### src/rtl/oup_phyreg_access_ctrl.sv
// oup_phyreg_access_ctrl: sequences single PHY register reads/writes onto the ULPI sync-mode SM,
// retrying transactions the PHY aborts and returning exactly one response per request.
// Ports:
//   ulpi_clk_i, rst_i (async, active-low)
//   req_valid_i/req_ready_o/req_write_i/req_addr_i/req_wdata_i : request from link controller
//   rsp_valid_o/rsp_rdata_o/rsp_error_o                          : one-cycle response
//   instruction_o/exec_o/phyreg_o/phyreg_addr_o                  : command to the SM
//   exec_done_i/exec_aborted_i/phyreg_i/phyreg_addr_i            : completion from the SM
module oup_phyreg_access_ctrl #(
  parameter int MAX_RETRY      = 3,
  parameter int RETRY_GAP      = 2,
  parameter int TIMEOUT_CYCLES = 255
) (
  input  logic       ulpi_clk_i,
  input  logic       rst_i,
  input  logic       req_valid_i,
  output logic       req_ready_o,
  input  logic       req_write_i,
  input  logic [7:0] req_addr_i,
  input  logic [7:0] req_wdata_i,
  output logic       rsp_valid_o,
  output logic [7:0] rsp_rdata_o,
  output logic       rsp_error_o,
  output logic [7:0] instruction_o,
  output logic       exec_o,
  input  logic       exec_done_i,
  input  logic       exec_aborted_i,
  output logic [7:0] phyreg_o,
  output logic [7:0] phyreg_addr_o,
  input  logic [7:0] phyreg_i,
  input  logic [7:0] phyreg_addr_i
);
  localparam int RW = MAX_RETRY > 0 ? $clog2(MAX_RETRY + 1) : 1;
  localparam int GW = RETRY_GAP > 1 ? $clog2(RETRY_GAP) : 1;
  localparam int TW = TIMEOUT_CYCLES > 1 ? $clog2(TIMEOUT_CYCLES) : 1;
  typedef enum logic [2:0] {IDLE, ISSUE, WAIT, BACKOFF, RESP} state_e;
  state_e state_q, state_d;
  logic wr_q, wr_d, err_q, err_d;
  logic [7:0] addr_q, addr_d, wdata_q, wdata_d, rdata_q, rdata_d;
  logic [RW-1:0] retry_q, retry_d;
  logic [GW-1:0] gap_q, gap_d;
  logic [TW-1:0] tmo_q, tmo_d;
  logic ext, busy, accept;
  // Addresses from 0x2F upward go through the extended-register instruction.
  assign ext = addr_q >= 8'h2F;
  assign busy = state_q != IDLE;
  // Gated by reset so ready stays low while reset is held.
  assign req_ready_o = rst_i && state_q == IDLE;
  assign accept = req_valid_i && req_ready_o;
  assign instruction_o = busy ? {wr_q ? 2'b10 : 2'b11, ext ? 6'h2F : addr_q[5:0]} : 8'h00;
  assign phyreg_addr_o = busy ? addr_q : 8'h00;
  assign phyreg_o = busy && wr_q ? wdata_q : 8'h00;
  assign exec_o = state_q == ISSUE;
  assign rsp_valid_o = state_q == RESP;
  assign rsp_error_o = rsp_valid_o && err_q;
  assign rsp_rdata_o = rsp_valid_o ? rdata_q : 8'h00;
  always_ff @(posedge ulpi_clk_i or negedge rst_i) begin
    if (!rst_i) begin
      state_q <= IDLE;
      wr_q    <= 1'b0;
      err_q   <= 1'b0;
      addr_q  <= 8'h00;
      wdata_q <= 8'h00;
      rdata_q <= 8'h00;
      retry_q <= '0;
      gap_q   <= '0;
      tmo_q   <= '0;
    end else begin
      state_q <= state_d;
      wr_q    <= wr_d;
      err_q   <= err_d;
      addr_q  <= addr_d;
      wdata_q <= wdata_d;
      rdata_q <= rdata_d;
      retry_q <= retry_d;
      gap_q   <= gap_d;
      tmo_q   <= tmo_d;
    end
  end
  always_comb begin
    state_d = state_q;
    wr_d    = wr_q;
    err_d   = err_q;
    addr_d  = addr_q;
    wdata_d = wdata_q;
    rdata_d = rdata_q;
    retry_d = retry_q;
    gap_d   = gap_q;
    tmo_d   = tmo_q;
    case (state_q)
      IDLE: if (accept) begin
        wr_d    = req_write_i;
        addr_d  = req_addr_i;
        wdata_d = req_wdata_i;
        retry_d = '0;
        state_d = ISSUE;
      end
      ISSUE: begin
        tmo_d   = '0;
        state_d = WAIT;
      end
      WAIT: begin
        tmo_d = tmo_q + 1'b1;
        // Abort is checked first: a simultaneous done carries unreliable data.
        if (exec_aborted_i) begin
          if (retry_q == RW'(MAX_RETRY)) begin
            err_d   = 1'b1;
            rdata_d = 8'h00;
            state_d = RESP;
          end else begin
            retry_d = retry_q + 1'b1;
            gap_d   = '0;
            state_d = RETRY_GAP == 0 ? ISSUE : BACKOFF;
          end
        end else if (exec_done_i) begin
          err_d   = !wr_q && ext && phyreg_addr_i != addr_q;
          rdata_d = wr_q || err_d ? 8'h00 : phyreg_i;
          state_d = RESP;
        end else if (tmo_q == TW'(TIMEOUT_CYCLES - 1)) begin
          err_d   = 1'b1;
          rdata_d = 8'h00;
          state_d = RESP;
        end
      end
      BACKOFF: begin
        gap_d   = gap_q + 1'b1;
        state_d = gap_q == GW'(RETRY_GAP - 1) ? ISSUE : BACKOFF;
      end
      RESP: state_d = IDLE;
      default: state_d = IDLE;
    endcase
  end
endmodule

### config.mk
export PLATFORM = sky130hd
export DESIGN_NAME = oup_phyreg_access_ctrl
export DESIGN_NICKNAME = d
export VERILOG_FILES = /design/src/rtl/oup_phyreg_access_ctrl.sv
export SDC_FILE = /design/constraint.sdc
export NUM_CORES = 1
export LEC_CHECK = 0
export ABC_AREA = 1
export ABC_CLOCK_PERIOD_IN_PS = 2100
export BUFFER_PORTS_ARGS = -buffer_cell sky130_fd_sc_hd__buf_2
export CAP_MARGIN = 5
export CORE_UTILIZATION = 50
export DETAILED_ROUTE_END_ITERATION = 10
export PLACE_DENSITY_LB_ADDON = 0.3
export SETUP_SLACK_MARGIN = 0.2
export SYNTH_ARGS = -nofsm -noshare
export SYNTH_HDL_FRONTEND = slang
export SYNTH_SLANG_ARGS = --single-unit
export TNS_END_PERCENT = 30
### constraint.sdc
create_clock -name ulpi_clk_i -period 2.1 [get_ports ulpi_clk_i]
set_clock_uncertainty 0.1 [all_clocks]
set_input_delay 0.21 -clock ulpi_clk_i [delete_from_list [all_inputs] [get_ports ulpi_clk_i]]
set_output_delay 0.21 -clock ulpi_clk_i [all_outputs]
set_load 0.05 [all_outputs]
Word-level counts from Yosys, hierarchy flattened
Index checks and enable logic that the tools add are counted.
{"block": "classes", "add_sub_neg": 3, "order_cmp": 1, "eq_ne": 12, "mux": 30, "reduce_logical": 19}
{"op": "2-to-1 mux 8 bit", "count": 9}
{"op": "case mux 8 bit (2 select lines)", "count": 1}
{"op": "2-to-1 mux 3 bit", "count": 5}
{"op": "case mux 3 bit (4 select lines)", "count": 1}
{"op": "adder 8 x 1 -> 8 bit (second input constant)", "count": 1}
{"op": "== test 8 bit (second input constant)", "count": 1}
{"op": "greater-or-equal comparator 8 x 6 -> 1 bit (second input constant)", "count": 1}
{"op": "2-to-1 mux 2 bit", "count": 4}
{"op": "!= test 8 bit", "count": 1}
{"op": "2-to-1 mux 1 bit", "count": 7}
{"op": "== test 3 x 2 -> 1 bit (second input constant)", "count": 2}
{"op": "logical AND 1 bit", "count": 6}
{"op": "2-to-1 mux 6 bit", "count": 1}
{"op": "!= test 2 bit (second input constant)", "count": 3}
{"op": "AND reduction 3 bit", "count": 2}
{"op": "nonzero test 2 bit", "count": 3}
{"op": "nonzero test 3 bit", "count": 2}
{"op": "!= test 4 bit (second input constant)", "count": 1}
{"op": "case mux 2 bit (2 select lines)", "count": 1}
{"op": "AND reduction 2 bit", "count": 2}
{"op": "AND reduction 4 bit", "count": 1}
{"op": "== test 3 x 1 -> 1 bit (second input constant)", "count": 1}
{"op": "== test 3 bit (second input constant)", "count": 1}
{"op": "zero test 3 bit", "count": 1}
{"op": "other kinds (7)", "count": 7}
{"block": "word_totals", "register_bits": 40, "inputBits": 38, "output_inout_bits": 36, "word_cells": 74}

Longest topological paths before layout
Gate-level depths: netlist (run 1).
{"block": "logic_depth", "word_depth": 7, "ltp_mapped": 10, "depth_no_buf": 10}

Least setup slack after synthesis (run 1)
Ideal clock, no wire load.
{"block": "synth_path", "path_type": "reg2out", "startpoint": "register state_q[0]", "endpoint": "output instruction_o[4]", "arrival_time_ns": 1.897, "required_time_ns": 1.790, "path_slack_ns": -0.107, "path_stages_with_launch": 6, "path_buffers": 1, "cell_sequence": "dfrtp_1 -> nor2_4 -> nand2_4 -> inv_2 -> buf_2 -> nor3_1"}
{"block": "synth_via", "elab_chain_len": 2}
{"item": "from (decl)", "line": "37", "rtl": "state_e state_q, state_d;"}
{"item": "from (signal assigned)", "line": "69", "rtl": "state_q <= state_d;"}
{"item": "nonzero test 3 bit", "line": "46", "rtl": "assign busy = state_q != IDLE;"}
{"item": "net busy", "line": "43", "rtl": "logic ext, busy, accept;"}
{"item": "2-to-1 mux 8 bit", "line": "50", "rtl": "assign instruction_o = busy ? {wr_q ? 2'b10 : 2'b11, ext ? 6'h2F : addr_q[5:0]} : 8'h00;"}
{"item": "to (decl)", "line": "24", "rtl": "output logic [7:0] instruction_o,"}
The timed path passes the listed nets, and every way through them passes these cells.

Worst setup path in the final report (run 1)
{"block": "layout_path", "startpoint": "register wr_q", "endpoint": "output phyreg_o[4]"}
{"block": "layout_via", "elab_chain_len": 2}
{"item": "from (decl)", "line": "38", "rtl": "logic wr_q, wr_d, err_q, err_d;"}
{"item": "from (signal assigned)", "line": "70", "rtl": "wr_q <= wr_d;"}
{"item": "logical AND 1 bit", "line": "52", "rtl": "assign phyreg_o = busy && wr_q ? wdata_q : 8'h00;"}
{"item": "2-to-1 mux 8 bit", "line": "52"}
{"item": "to (decl)", "line": "28", "rtl": "output logic [7:0] phyreg_o,"}
No other way between the ends.

==> results of run 1 <==
[routing by layer]
layer | vias to the layer above | global-route usage | wire length [um]
met3 | 4 | 0.0519 | 292
met2 | 63 | 0.390 | 2350
met4 | 0 | 0.0600 | 47
met5 | - | 0 | 0
li1 | 1127 | - | -
met1 | 932 | 0.281 | 2270
[worst reg2reg max path: stages (launching register included)]
cell	delay [ns]
sky130_fd_sc_hd__dfrtp_2	0.43
sky130_fd_sc_hd__nor2_4	0.15
sky130_fd_sc_hd__nand2_4	0.10
sky130_fd_sc_hd__nor3_4	0.11
sky130_fd_sc_hd__buf_4	0.37
sky130_fd_sc_hd__nand2_1	0.15
sky130_fd_sc_hd__o21ai_2	0.08
[per-stage QoR]
step,setup WS [ns],util,std cells
2_1_floorplan,0.0111,-,317
3_3_place_gp,0.495,0.615,438
3_5_place_dp,0.412,0.615,438
4_1_cts,0.188,0.645,447
5_1_grt,0.129,0.653,450
6_report,0.256,0.653,450
[report_power, final]
group	internal [mW]	total, mW	switching (mW)
Clock	0.353	0.619	0.266
Sequential	1.08	1.29	0.204
Combinational	0.801	2.98	2.18
[how the worst max path moves through the flow]
| stage | startpoint | end | slack (ns) | depth (start not counted) |
|---|---|---|---|---|
| after floorplan | state_q[0] | instruction_o[0] | 0.01 | 6 |
| after global placement | state_q[0] | instruction_o[1] | 0.49 | 7 |
| after detailed placement | state_q[0] | instruction_o[0] | 0.41 | 7 |
| after CTS | state_q[0] | rsp_rdata_o[0] | 0.19 | 4 |
| after global routing | wr_q | phyreg_o[7] | 0.13 | 3 |
| final | wr_q | phyreg_o[4] | 0.26 | 3 |
[sequential cells by signal, summed over array words and instances, names as in the netlist]
signal,flops
addr_q,8
rdata_q,8
tmo_q,8
wdata_q,8
state_q,3
retry_q,2
err_q,1
gap_q,1
wr_q,1
[cells by family after synthesis]
| kind of cell | share of synthesized area |
|---|---|
| and+or+nand+nor | 0.302 |
| buffers and inverters | 0.124 |
| AOI/OAI and AO/OA | 0.115 |
| DFF | 0.432 |
| xor gates and xnor gates | 0.0113 |
| adders and majority gates | 0.0162 |
[repair_timing]
action,4_1_cts,5_1_grt
hold endpoints to repair,40,0
hold buffers,1,0
buffers inserted,0,3
resized for setup,8,6
setup endpoints to repair,9,32
pin swaps,0,0
[cell type report]
| cell class | count | area (um^2) | area share |
|---|---|---|---|
| Clock inverter | 2 | 35.0 | 0.0122 |
| Timing Repair Buffer | 79 | 423 | 0.147 |
| Clock buffer | 6 | 72.6 | 0.0252 |
| Multi-Input combinational cell | 208 | 1040 | 0.363 |
| Sequential cell | 40 | 1000 | 0.348 |
| Tap cell | 52 | 65.1 | 0.0226 |
| Inverter | 63 | 239 | 0.0829 |
[cell usage in the layout, fill, tap and decap left out, types with 2 or more instances in the layout]
| master | synthesis | final |
|---|---|---|
| sky130_fd_sc_hd__a21oi_1 | 4 | 4 |
| sky130_fd_sc_hd__buf_2 | 1 | 69 |
| sky130_fd_sc_hd__buf_4 | 1 | 9 |
| sky130_fd_sc_hd__clkbuf_8 | 0 | 5 |
| sky130_fd_sc_hd__dfrtp_1 | 40 | 39 |
| sky130_fd_sc_hd__ha_1 | 3 | 3 |
| sky130_fd_sc_hd__inv_1 | 59 | 59 |
| sky130_fd_sc_hd__inv_2 | 4 | 3 |
| sky130_fd_sc_hd__nand2_1 | 80 | 79 |
| sky130_fd_sc_hd__nand2_2 | 4 | 5 |
| sky130_fd_sc_hd__nand2_4 | 2 | 2 |
| sky130_fd_sc_hd__nand3_1 | 16 | 16 |
| sky130_fd_sc_hd__nor2_1 | 52 | 52 |
| sky130_fd_sc_hd__nor2_4 | 3 | 3 |
| sky130_fd_sc_hd__nor3_2 | 1 | 3 |
| sky130_fd_sc_hd__o21ai_0 | 17 | 13 |
| sky130_fd_sc_hd__o21ai_1 | 1 | 4 |
| sky130_fd_sc_hd__o21ai_2 | 15 | 16 |
| sky130_fd_sc_hd__xnor2_1 | 3 | 3 |
==> results.ini, run 1 <==
[cts]
tritoncts=yes
htree_num_levels=2
number_of_buffers_added_by_the_clock_tree_synthesis_step=5
buffer_cell_driving_the_clock_tree_root=sky130_fd_sc_hd__clkbuf_8
worst_skew_pair.late_latency_ns=0.29
cts.clk_slew.worst_paths_ns=0.08
cts.sinks=40
clock_tree.buffer_depth=2

[die]
die_width_um=70.1
die_height_um=70.1
core_region_area_mm2=0.00441
start_util=0.525
row_count=24
die_area_mm2=0.00491
ios=74

[logic_synthesis]
yosysSeqAreaShare=0.432
syn_area_per_cell_um2=7.31
synthesis.area_mm2=0.00232
yosys_most_used_dff=sky130_fd_sc_hd__dfrtp_1
synth_top_cells_by_area=sky130_fd_sc_hd__dfrtp_1 43%, sky130_fd_sc_hd__nand2_1 13%, sky130_fd_sc_hd__inv_1 9.6%, sky130_fd_sc_hd__nor2_1 8.4%, sky130_fd_sc_hd__o21ai_2 5.7%
synthesis.instances=317
dominant_cell_by_count_in_the_synthesized_netlist=sky130_fd_sc_hd__nand2_1
synth.distinct_cells=26
synth_top_area_cell=sky130_fd_sc_hd__dfrtp_1
asyncSetResetFlopFracSynth=1.00
synth_edf_count=0
synthDominantCellAreaShare=0.432
synth-warning-count=0
synthesis_stage_register_bit_count=40
synth_nets=358
post_synth_most_frequent_cells=80 x sky130_fd_sc_hd__nand2_1, 59 x sky130_fd_sc_hd__inv_1, 52 x sky130_fd_sc_hd__nor2_1

[setup_path]
worst_r2r_path_depth=6
regToRegSetupSlack_ns=0.55
critical_path.top_delay_family=flip-flops
cp_data_required_time_ns=1.79
path_buf_inv=1
cp_slowest_cell=sky130_fd_sc_hd__dfrtp_1
critical_path_peak_fanout=11
critPathLaunchType=flop
critPathArrivalTime_ns=1.53
end_kind=output pin
category_of_the_most_critical_setup_path=reg2out
crit_path_cell_trace=nand2_1, nor2_1, buf_2
worstReg2RegStart=state_q[0]
worst_r2r_endpoint=wdata_q[3]
cp_slowest_stage_delay_ns=0.56

[pwr]
vdd_ir_drop_max_mv=2.13
leak_pwr_nw=1.65
power_mw=4.89
power.density_cell_area_mw_per_mm2=1700

[min_path]
hold-path-endpoint=addr_q[3]
hold_path_cell_cnt=3
min_from=req_addr_i[3]
worstHoldPathType=in2reg

[global_route]
pin_count_of_the_biggest_net_entering_global_routing=41
grt_pass1_wl_mm=8.85
antenna_found_initial=0
grt.total_usage=0.225
first_global_vias=2077
global_route.overflow_total=0

[routing]
detailedRoute.firstIterationViolations=121
routed-via-count=2126
routed_via_density=4.72
detail_route.drc_violations=0
detail_route.first_pass.iterations=4
total_wire_length_mm=4.97
antenna_left=0
route.detailed.wl_per_inst_um=11.0

[sta]
timing.final.setup_violations=0
finalCriticalPeriod_ns=1.84
final-hold-violation-count=0
max_freq_ghz=0.542
setup_repair_after_global_routing_missed_its_margin=yes
drv_slew=0
finalHoldWorstSlack_ns=0.0210
timing.final.crit_share=0.878
setup_tns_ns=0
worstMarginPinSlew_ns=0.501
slew_headroom=0.666

[placement]
detailedPlacementHpwl_mm=3.57
port-buffer-count=73
placed_cell_area_mm2=0.00272
gpl.final_weighted_congestion=0.794

[final_layout]
layout-drive-gt1-share=0.304
fillers=385
final_cell_area_mm2=0.00288
layout-area-overhead-vs-synth_pct=24.4
antenna_cells=0
final_nets=438

[run]
maxCapViolations=0

[outcome]
result_of_the_run=finished, final reports clean

Note: power is estimated with default switching activity, not from simulation.
==> run 2, diff against run 1 <==
--- a/config.mk
+++ b/config.mk
@@ -9,6 +9,7 @@
 export ABC_CLOCK_PERIOD_IN_PS = 2100
 export BUFFER_PORTS_ARGS = -buffer_cell sky130_fd_sc_hd__buf_2
 export CAP_MARGIN = 5
+export CORE_MARGIN = 5
 export CORE_UTILIZATION = 50
 export DETAILED_ROUTE_END_ITERATION = 10
 export PLACE_DENSITY_LB_ADDON = 0.3
==> run 2 against run 1 <==
Combinational power decreased by 2%. Sequential power barely moved. Sequential cell count unchanged. Design area stayed put. Sequential share of layout area barely moved. Core utilization is the same. Cell count is 0.67% lower. Critical endpoint is now instruction_o[0]. Largest power group unchanged. Highest routed layer unchanged.
==> results.ini, run 2 (synthesis results as in run 1) <==
[pwr]
power.density_cell_area_mw_per_mm2=1690  ; was 1700 mW/mm^2
leak_pwr_nw=1.64  ; was 1.65 nW
power_mw=4.88  ; was 4.89 mW
vdd_ir_drop_max_mv=1.34  ; was 2.13 mV

[cts]
cts.clk_slew.worst_paths_ns=0.08  ; about the same
buffer_cell_driving_the_clock_tree_root=sky130_fd_sc_hd__clkbuf_8  ; unchanged
htree_num_levels=2  ; unchanged
postCtsSetupBuffers=0  ; unchanged
tritoncts=yes  ; unchanged
cts.sinks=40  ; unchanged
worst_skew_pair.late_latency_ns=0.29  ; about the same
clock_tree.buffer_depth=2  ; unchanged
number_of_buffers_added_by_the_clock_tree_synthesis_step=5  ; unchanged

[sta]
max_freq_ghz=0.535  ; was 0.542 GHz
finalHoldWorstSlack_ns=0.0189  ; was 0.0210 ns
setup_tns_ns=0  ; unchanged
drv_slew=0  ; unchanged
worstMarginPinSlew_ns=0.507  ; was 0.501 ns
timing.final.setup_violations=0  ; unchanged
slew_headroom=0.662  ; was 0.666
final-hold-violation-count=0  ; unchanged
finalCriticalPeriod_ns=1.87  ; was 1.84 ns
timing.final.crit_share=0.890  ; was 0.878
final_critical_path_setup_slack_ns=0.232  ; was 0.256 ns
setup_repair_after_global_routing_missed_its_margin=yes  ; unchanged

[global_route]
pin_count_of_the_biggest_net_entering_global_routing=41  ; unchanged
first_global_vias=2008  ; was 2,077
global_route.overflow_total=0  ; unchanged
grt_pass1_wl_mm=8.67  ; was 8.85 mm
antenna_found_initial=0  ; unchanged
grt.total_usage=0.172  ; was 0.225

[final_layout]
fillers=387  ; was 385
antenna_cells=0  ; unchanged
post_layout_util=0.653  ; unchanged
most_used_cells_in_the_layout_excluding_fill_and_tap_cells=79 x sky130_fd_sc_hd__nand2_1, 69 x sky130_fd_sc_hd__buf_2, 59 x sky130_fd_sc_hd__inv_1, 52 x sky130_fd_sc_hd__nor2_1, 38 x sky130_fd_sc_hd__dfrtp_1  ; was 79 x sky130_fd_sc_hd__nand2_1, 69 x sky130_fd_sc_hd__buf_2, 59 x sky130_fd_sc_hd__inv_1, 52 x sky130_fd_sc_hd__nor2_1, 39 x sky130_fd_sc_hd__dfrtp_1
layout-area-overhead-vs-synth_pct=24.4  ; unchanged
final_cell_area_mm2=0.00288  ; unchanged
multiInputGateArea_mm2=0.00104  ; about the same
layout-drive-gt1-share=0.301  ; was 0.304
post_layout_nonfiller_instances=447  ; was 450
layout_commonest_cell=sky130_fd_sc_hd__nand2_1  ; unchanged
final_nets=435  ; was 438
layout.area.seq_mm2=0.00100  ; about the same

[setup_path]
critPathArrivalTime_ns=1.56  ; was 1.53 ns
cp_slowest_cell=sky130_fd_sc_hd__dfrtp_2  ; was sky130_fd_sc_hd__dfrtp_1
regToRegSetupSlack_ns=0.51  ; was 0.55 ns
critPathLaunchType=flop  ; unchanged
crit_path_cell_trace=nor2_4, nand2_4, nand2_1, inv_1, o21ai_2, o21ai_0, buf_4  ; was nand2_1, nor2_1, buf_2
cp_slowest_stage_delay_ns=0.46  ; was 0.56 ns
critical_path_peak_fanout=6  ; was 11
cp_data_required_time_ns=1.79  ; about the same
category_of_the_most_critical_setup_path=reg2out  ; unchanged
end_kind=output pin  ; unchanged

[placement]
post-place-ws_ns=0.398  ; was 0.412 ns
port-buffer-count=73  ; unchanged
gpl.final_weighted_congestion=0.804  ; was 0.794
placed_cell_area_mm2=0.00273  ; was 0.00272 mm^2
place.detailed.instances=438  ; unchanged
detailedPlacementHpwl_mm=3.80  ; was 3.57 mm

[routing]
detailedRoute.firstIterationViolations=114  ; was 121
total_wire_length_mm=5.06  ; was 4.97 mm
antenna_left=0  ; unchanged
routed_via_density=4.78  ; was 4.72
detail_route.drc_violations=0  ; unchanged
detail_route.first_pass.iterations=4  ; unchanged
route.detailed.wl_per_inst_um=11.3  ; was 11.0 um
routed-via-count=2135  ; was 2,126

[die]
start_util=0.525  ; unchanged
die_height_um=78.1  ; was 70.1 um
core_region_area_mm2=0.00441  ; unchanged
die_width_um=78.1  ; was 70.1 um
row_count=24  ; unchanged
die_area_mm2=0.00609  ; was 0.00491 mm^2
ios=74  ; unchanged

[min_path]
worstHoldPathType=in2reg  ; unchanged

[run]
maxCapViolations=0  ; unchanged

[outcome]
result_of_the_run=finished, final reports clean  ; unchanged

-- run 2: critical path: cells and delay by family (launching register included) --
family	cells	cell delay, ns
AOI/OAI and AO/OA	2	0.21
and+or+nand+nor	3	0.33
buffers and inverters	2	0.26
DFF	1	0.46
-- run 2: layer usage --
metal | vias up | global-route usage | wire length [um]
met5 | - | 0 | 0
met4 | 0 | 0.0422 | 13
met3 | 2 | 0.0492 | 325
met2 | 57 | 0.276 | 2390
met1 | 958 | 0.230 | 2330
li1 | 1118 | - | -
-- run 2: timing repair --
| item | 4_1_cts | 5_1_grt |
|---|---|---|
| hold buffers | 1 | 0 |
| gates resized for setup | 8 | 3 |
| setup endpoints to repair | 17 | 12 |
| hold endpoints to repair | 40 | 0 |
-- run 2: final cells by class --
type,instances,area share
Tap cell,52,0.0226
Inverter,63,0.0829
Sequential cell,40,0.348
Clock inverter,2,0.0135
Timing Repair Buffer,76,0.143
Multi-Input combinational cell,208,0.361
Clock buffer,6,0.0287
-- run 2: path summary, 6_finish.rpt --
check                           cells after the start                to            from
max in group asynchronous                           3        state_q[0]           rst_i
min in group asynchronous                           3        retry_q[1]           rst_i
worst min-delay path                                3        wdata_q[1]  req_wdata_i[1]
worst max-delay path                                7  instruction_o[0]      state_q[0]
worst max register to register                      6        wdata_q[0]      state_q[0]
worst min register to register                      1          tmo_q[7]        tmo_q[7]
-- run 2: report_power, final --
part	switching (mW)	internal (mW)	total (mW)	leakage, nW
clock network	0.285	0.389	0.674	0.0614
registers	0.213	1.08	1.30	0.512
logic	2.15	0.762	2.91	1.07
total	2.65	2.23	4.88	1.64
==> run 3, diff against run 2 <==
--- a/config.mk
+++ b/config.mk
@@ -10,7 +10,7 @@
 export BUFFER_PORTS_ARGS = -buffer_cell sky130_fd_sc_hd__buf_2
 export CAP_MARGIN = 5
 export CORE_MARGIN = 5
-export CORE_UTILIZATION = 50
+export CORE_UTILIZATION = 55
 export DETAILED_ROUTE_END_ITERATION = 10
 export PLACE_DENSITY_LB_ADDON = 0.3
 export SETUP_SLACK_MARGIN = 0.2
==> constraint.sdc (replaced) <==
create_clock -name ulpi_clk_i -period 2.1 [get_ports ulpi_clk_i]
set_clock_uncertainty 0.1 [all_clocks]
set_input_delay 0.21 -clock ulpi_clk_i [delete_from_list [all_inputs] [get_ports ulpi_clk_i]]
set_output_delay 0.21 -clock ulpi_clk_i [all_outputs]
set_load 0.005 [all_outputs]
==> run 3 against run 2 <==
Design area fell by 1.3%. Sequential cell count stayed put. Via count rose by 2.5%. Setup slack improved by 0.12 ns. First-iteration DRC count did not move. Clock power decreased by 5.9%. Non-clock buffer count increased by 1. Sequential share of layout area rose by 0.40 points. Register-to-register slack about the same. Global-route usage is 3.2 points higher. Sequential power about the same. Count of clock-buffer cells in the layout decreased by 1. Largest cell class unchanged.
==> results.ini, run 3 (synthesis results as in run 1) <==
[outcome]
result_of_the_run=finished, final reports clean  ; unchanged

[global_route]
pin_count_of_the_biggest_net_entering_global_routing=41  ; unchanged
first_global_vias=2126  ; was 2,008
groute.layer.met2.usage=0.356  ; was 0.276
groute.layer.met3.usage=0.0561  ; was 0.0492
grt.total_usage=0.204  ; was 0.172
grt_pass1_wl_mm=8.83  ; was 8.67 mm
grt_use_met1=0.244  ; was 0.230
antenna_found_initial=0  ; unchanged
global_route.peak_usage_layer=met2  ; unchanged
global_route.overflow_total=0  ; unchanged

[setup_path]
crit_end=instruction_o[0]  ; unchanged
worst_setup_sp=state_q[0]  ; unchanged
category_of_the_most_critical_setup_path=reg2out  ; unchanged
crit_path_cell_trace=nor2_4, nand2_4, nand2_1, inv_1, o21ai_2, o21ai_0, buf_2  ; was nor2_4, nand2_4, nand2_1, inv_1, o21ai_2, o21ai_0, buf_4
worstReg2RegStart=addr_q[0]  ; was state_q[0]
critPathArrivalTime_ns=1.44  ; was 1.56 ns
worst_r2r_path_depth=7  ; was 6
critPathLaunchType=flop  ; unchanged
end_kind=output pin  ; unchanged
worst_r2r_endpoint=rdata_q[1]  ; was wdata_q[0]
cp_slowest_cell=sky130_fd_sc_hd__dfrtp_2  ; unchanged
critical_path_peak_fanout=6  ; unchanged
cp_slowest_stage_delay_ns=0.43  ; was 0.46 ns
regToRegSetupSlack_ns=0.52  ; was 0.51 ns
cp_data_required_time_ns=1.79  ; about the same

[pwr]
vdd_ir_drop_max_mv=0.905  ; was 1.34 mV
leak_pwr_nw=1.63  ; was 1.64 nW
power.density_cell_area_mw_per_mm2=1330  ; was 1690 mW/mm^2
power_mw=3.77  ; was 4.88 mW

[routing]
total_wire_length_mm=5.32  ; was 5.06 mm
routed-via-count=2189  ; was 2,135
detailedRoute.firstIterationViolations=114  ; unchanged
antenna_left=0  ; unchanged
detail_route.drc_violations=0  ; unchanged
route.detailed.wl_per_inst_um=11.9  ; was 11.3 um
routed_via_density=4.91  ; was 4.78
detail_route.first_pass.iterations=4  ; unchanged

[final_layout]
most_used_cells_in_the_layout_excluding_fill_and_tap_cells=80 x sky130_fd_sc_hd__nand2_1, 73 x sky130_fd_sc_hd__buf_2, 59 x sky130_fd_sc_hd__inv_1, 52 x sky130_fd_sc_hd__nor2_1, 39 x sky130_fd_sc_hd__dfrtp_1  ; was 79 x sky130_fd_sc_hd__nand2_1, 69 x sky130_fd_sc_hd__buf_2, 59 x sky130_fd_sc_hd__inv_1, 52 x sky130_fd_sc_hd__nor2_1, 38 x sky130_fd_sc_hd__dfrtp_1
fillers=350  ; was 387
layout_commonest_cell=sky130_fd_sc_hd__nand2_1  ; unchanged
final_nets=436  ; was 435
layout-area-overhead-vs-synth_pct=22.9  ; was 24.4%
antenna_cells=0  ; unchanged
layout-drive-gt1-share=0.295  ; was 0.301

[min_path]
worstHoldPathType=in2reg  ; unchanged

[die]
ios=74  ; unchanged
die_height_um=74.9  ; was 78.1 um
die_area_mm2=0.00561  ; was 0.00609 mm^2
row_count=23  ; was 24
core_region_area_mm2=0.00403  ; was 0.00441 mm^2
die_width_um=74.9  ; was 78.1 um
start_util=0.575  ; was 0.525

[run]
maxCapViolations=0  ; unchanged

[cts]
cts.clk_slew.worst_paths_ns=0.08  ; about the same
clock_tree.buffer_depth=2  ; unchanged
cts.sinks=40  ; unchanged
tritoncts=yes  ; unchanged
htree_num_levels=2  ; unchanged
worst_skew_pair.late_latency_ns=0.29  ; about the same
buffer_cell_driving_the_clock_tree_root=sky130_fd_sc_hd__clkbuf_8  ; unchanged
number_of_buffers_added_by_the_clock_tree_synthesis_step=5  ; unchanged

[sta]
drv_slew=0  ; unchanged
timing.final.crit_share=0.834  ; was 0.890
worstMarginPinSlew_ns=0.520  ; was 0.507 ns
max_freq_ghz=0.571  ; was 0.535 GHz
setup_tns_ns=0  ; unchanged
setup_repair_after_global_routing_missed_its_margin=no  ; was yes
timing.final.setup_violations=0  ; unchanged
finalCriticalPeriod_ns=1.75  ; was 1.87 ns
slew_headroom=0.653  ; was 0.662
final-hold-violation-count=0  ; unchanged

[placement]
gpl.final_weighted_congestion=0.813  ; was 0.804
detailedPlacementHpwl_mm=4.03  ; was 3.80 mm
port-buffer-count=73  ; unchanged

## run 3: final cells by class
| type | count | area (um^2) | area share |
|---|---|---|---|
| tap | 50 | 62.6 | 0.0220 |
| inverter | 63 | 239 | 0.0840 |
| clock buffer | 5 | 68.8 | 0.0242 |
| multi-input combinational | 208 | 1030 | 0.363 |
| clock inverter | 3 | 42.5 | 0.0150 |
| timing repair buffer | 77 | 398 | 0.140 |
| sequential | 40 | 1000 | 0.352 |
## run 3: timing repair
action,4_1_cts,5_1_grt
setup endpoints to repair,4,4
gates cloned,0,0
setup buffers,0,1
resized for setup,3,2
hold endpoints to repair,40,0
hold buffers,1,0
## run 3: worst max-delay path, delay by kind of cell (launching register included)
kind / cells / cell delay [ns]
flip-flops: 1 / 0.43
AND/OR/NAND/NOR: 3 / 0.30
AO/OA/AOI/OAI: 2 / 0.22
buffers and inverters: 2 / 0.20
## run 3: metal layers
layer	up-vias	wire [um]	share of wire
li1	1120	-	-
met1	993	2260	0.42
met2	71	2610	0.49
met3	5	406	0.076
met4	0	53	0.010
met5	-	0	0
## run 3: how the worst min path moves through the flow
stage | from | end | slack, ns | cells past startpoint
after floorplan | rst_i | addr_q[0] | -0.19 | 0
after global placement | rst_i | addr_q[5] | 0.25 | 2
after detailed placement | rst_i | addr_q[4] | 0.25 | 2
after CTS | req_wdata_i[4] | wdata_q[4] | 0.01 | 3
after global routing | req_addr_i[3] | addr_q[3] | 0.01 | 3
final | req_wdata_i[4] | wdata_q[4] | 0.02 | 3
## run 3: metrics by stage
stage,utilization,worst slack (ns),hold WS (ns),cells,area (um^2)
global route,0.706,0.200,0.0137,446,2850
detailed placement,0.672,0.454,0.250,436,2710
finish,0.706,0.349,0.0166,446,2850
global placement,0.672,0.494,0.246,436,2710
floorplan,-,0.704,-0.186,317,2320
CTS,0.704,0.275,0.0115,445,2840
## run 3: where the power goes
| part | leakage (nW) | internal (mW) | switching [mW] |
|---|---|---|---|
| combinational | 1.07 | 0.713 | 1.14 |
| clock | 0.0541 | 0.352 | 0.282 |
| sequential | 0.513 | 1.08 | 0.209 |
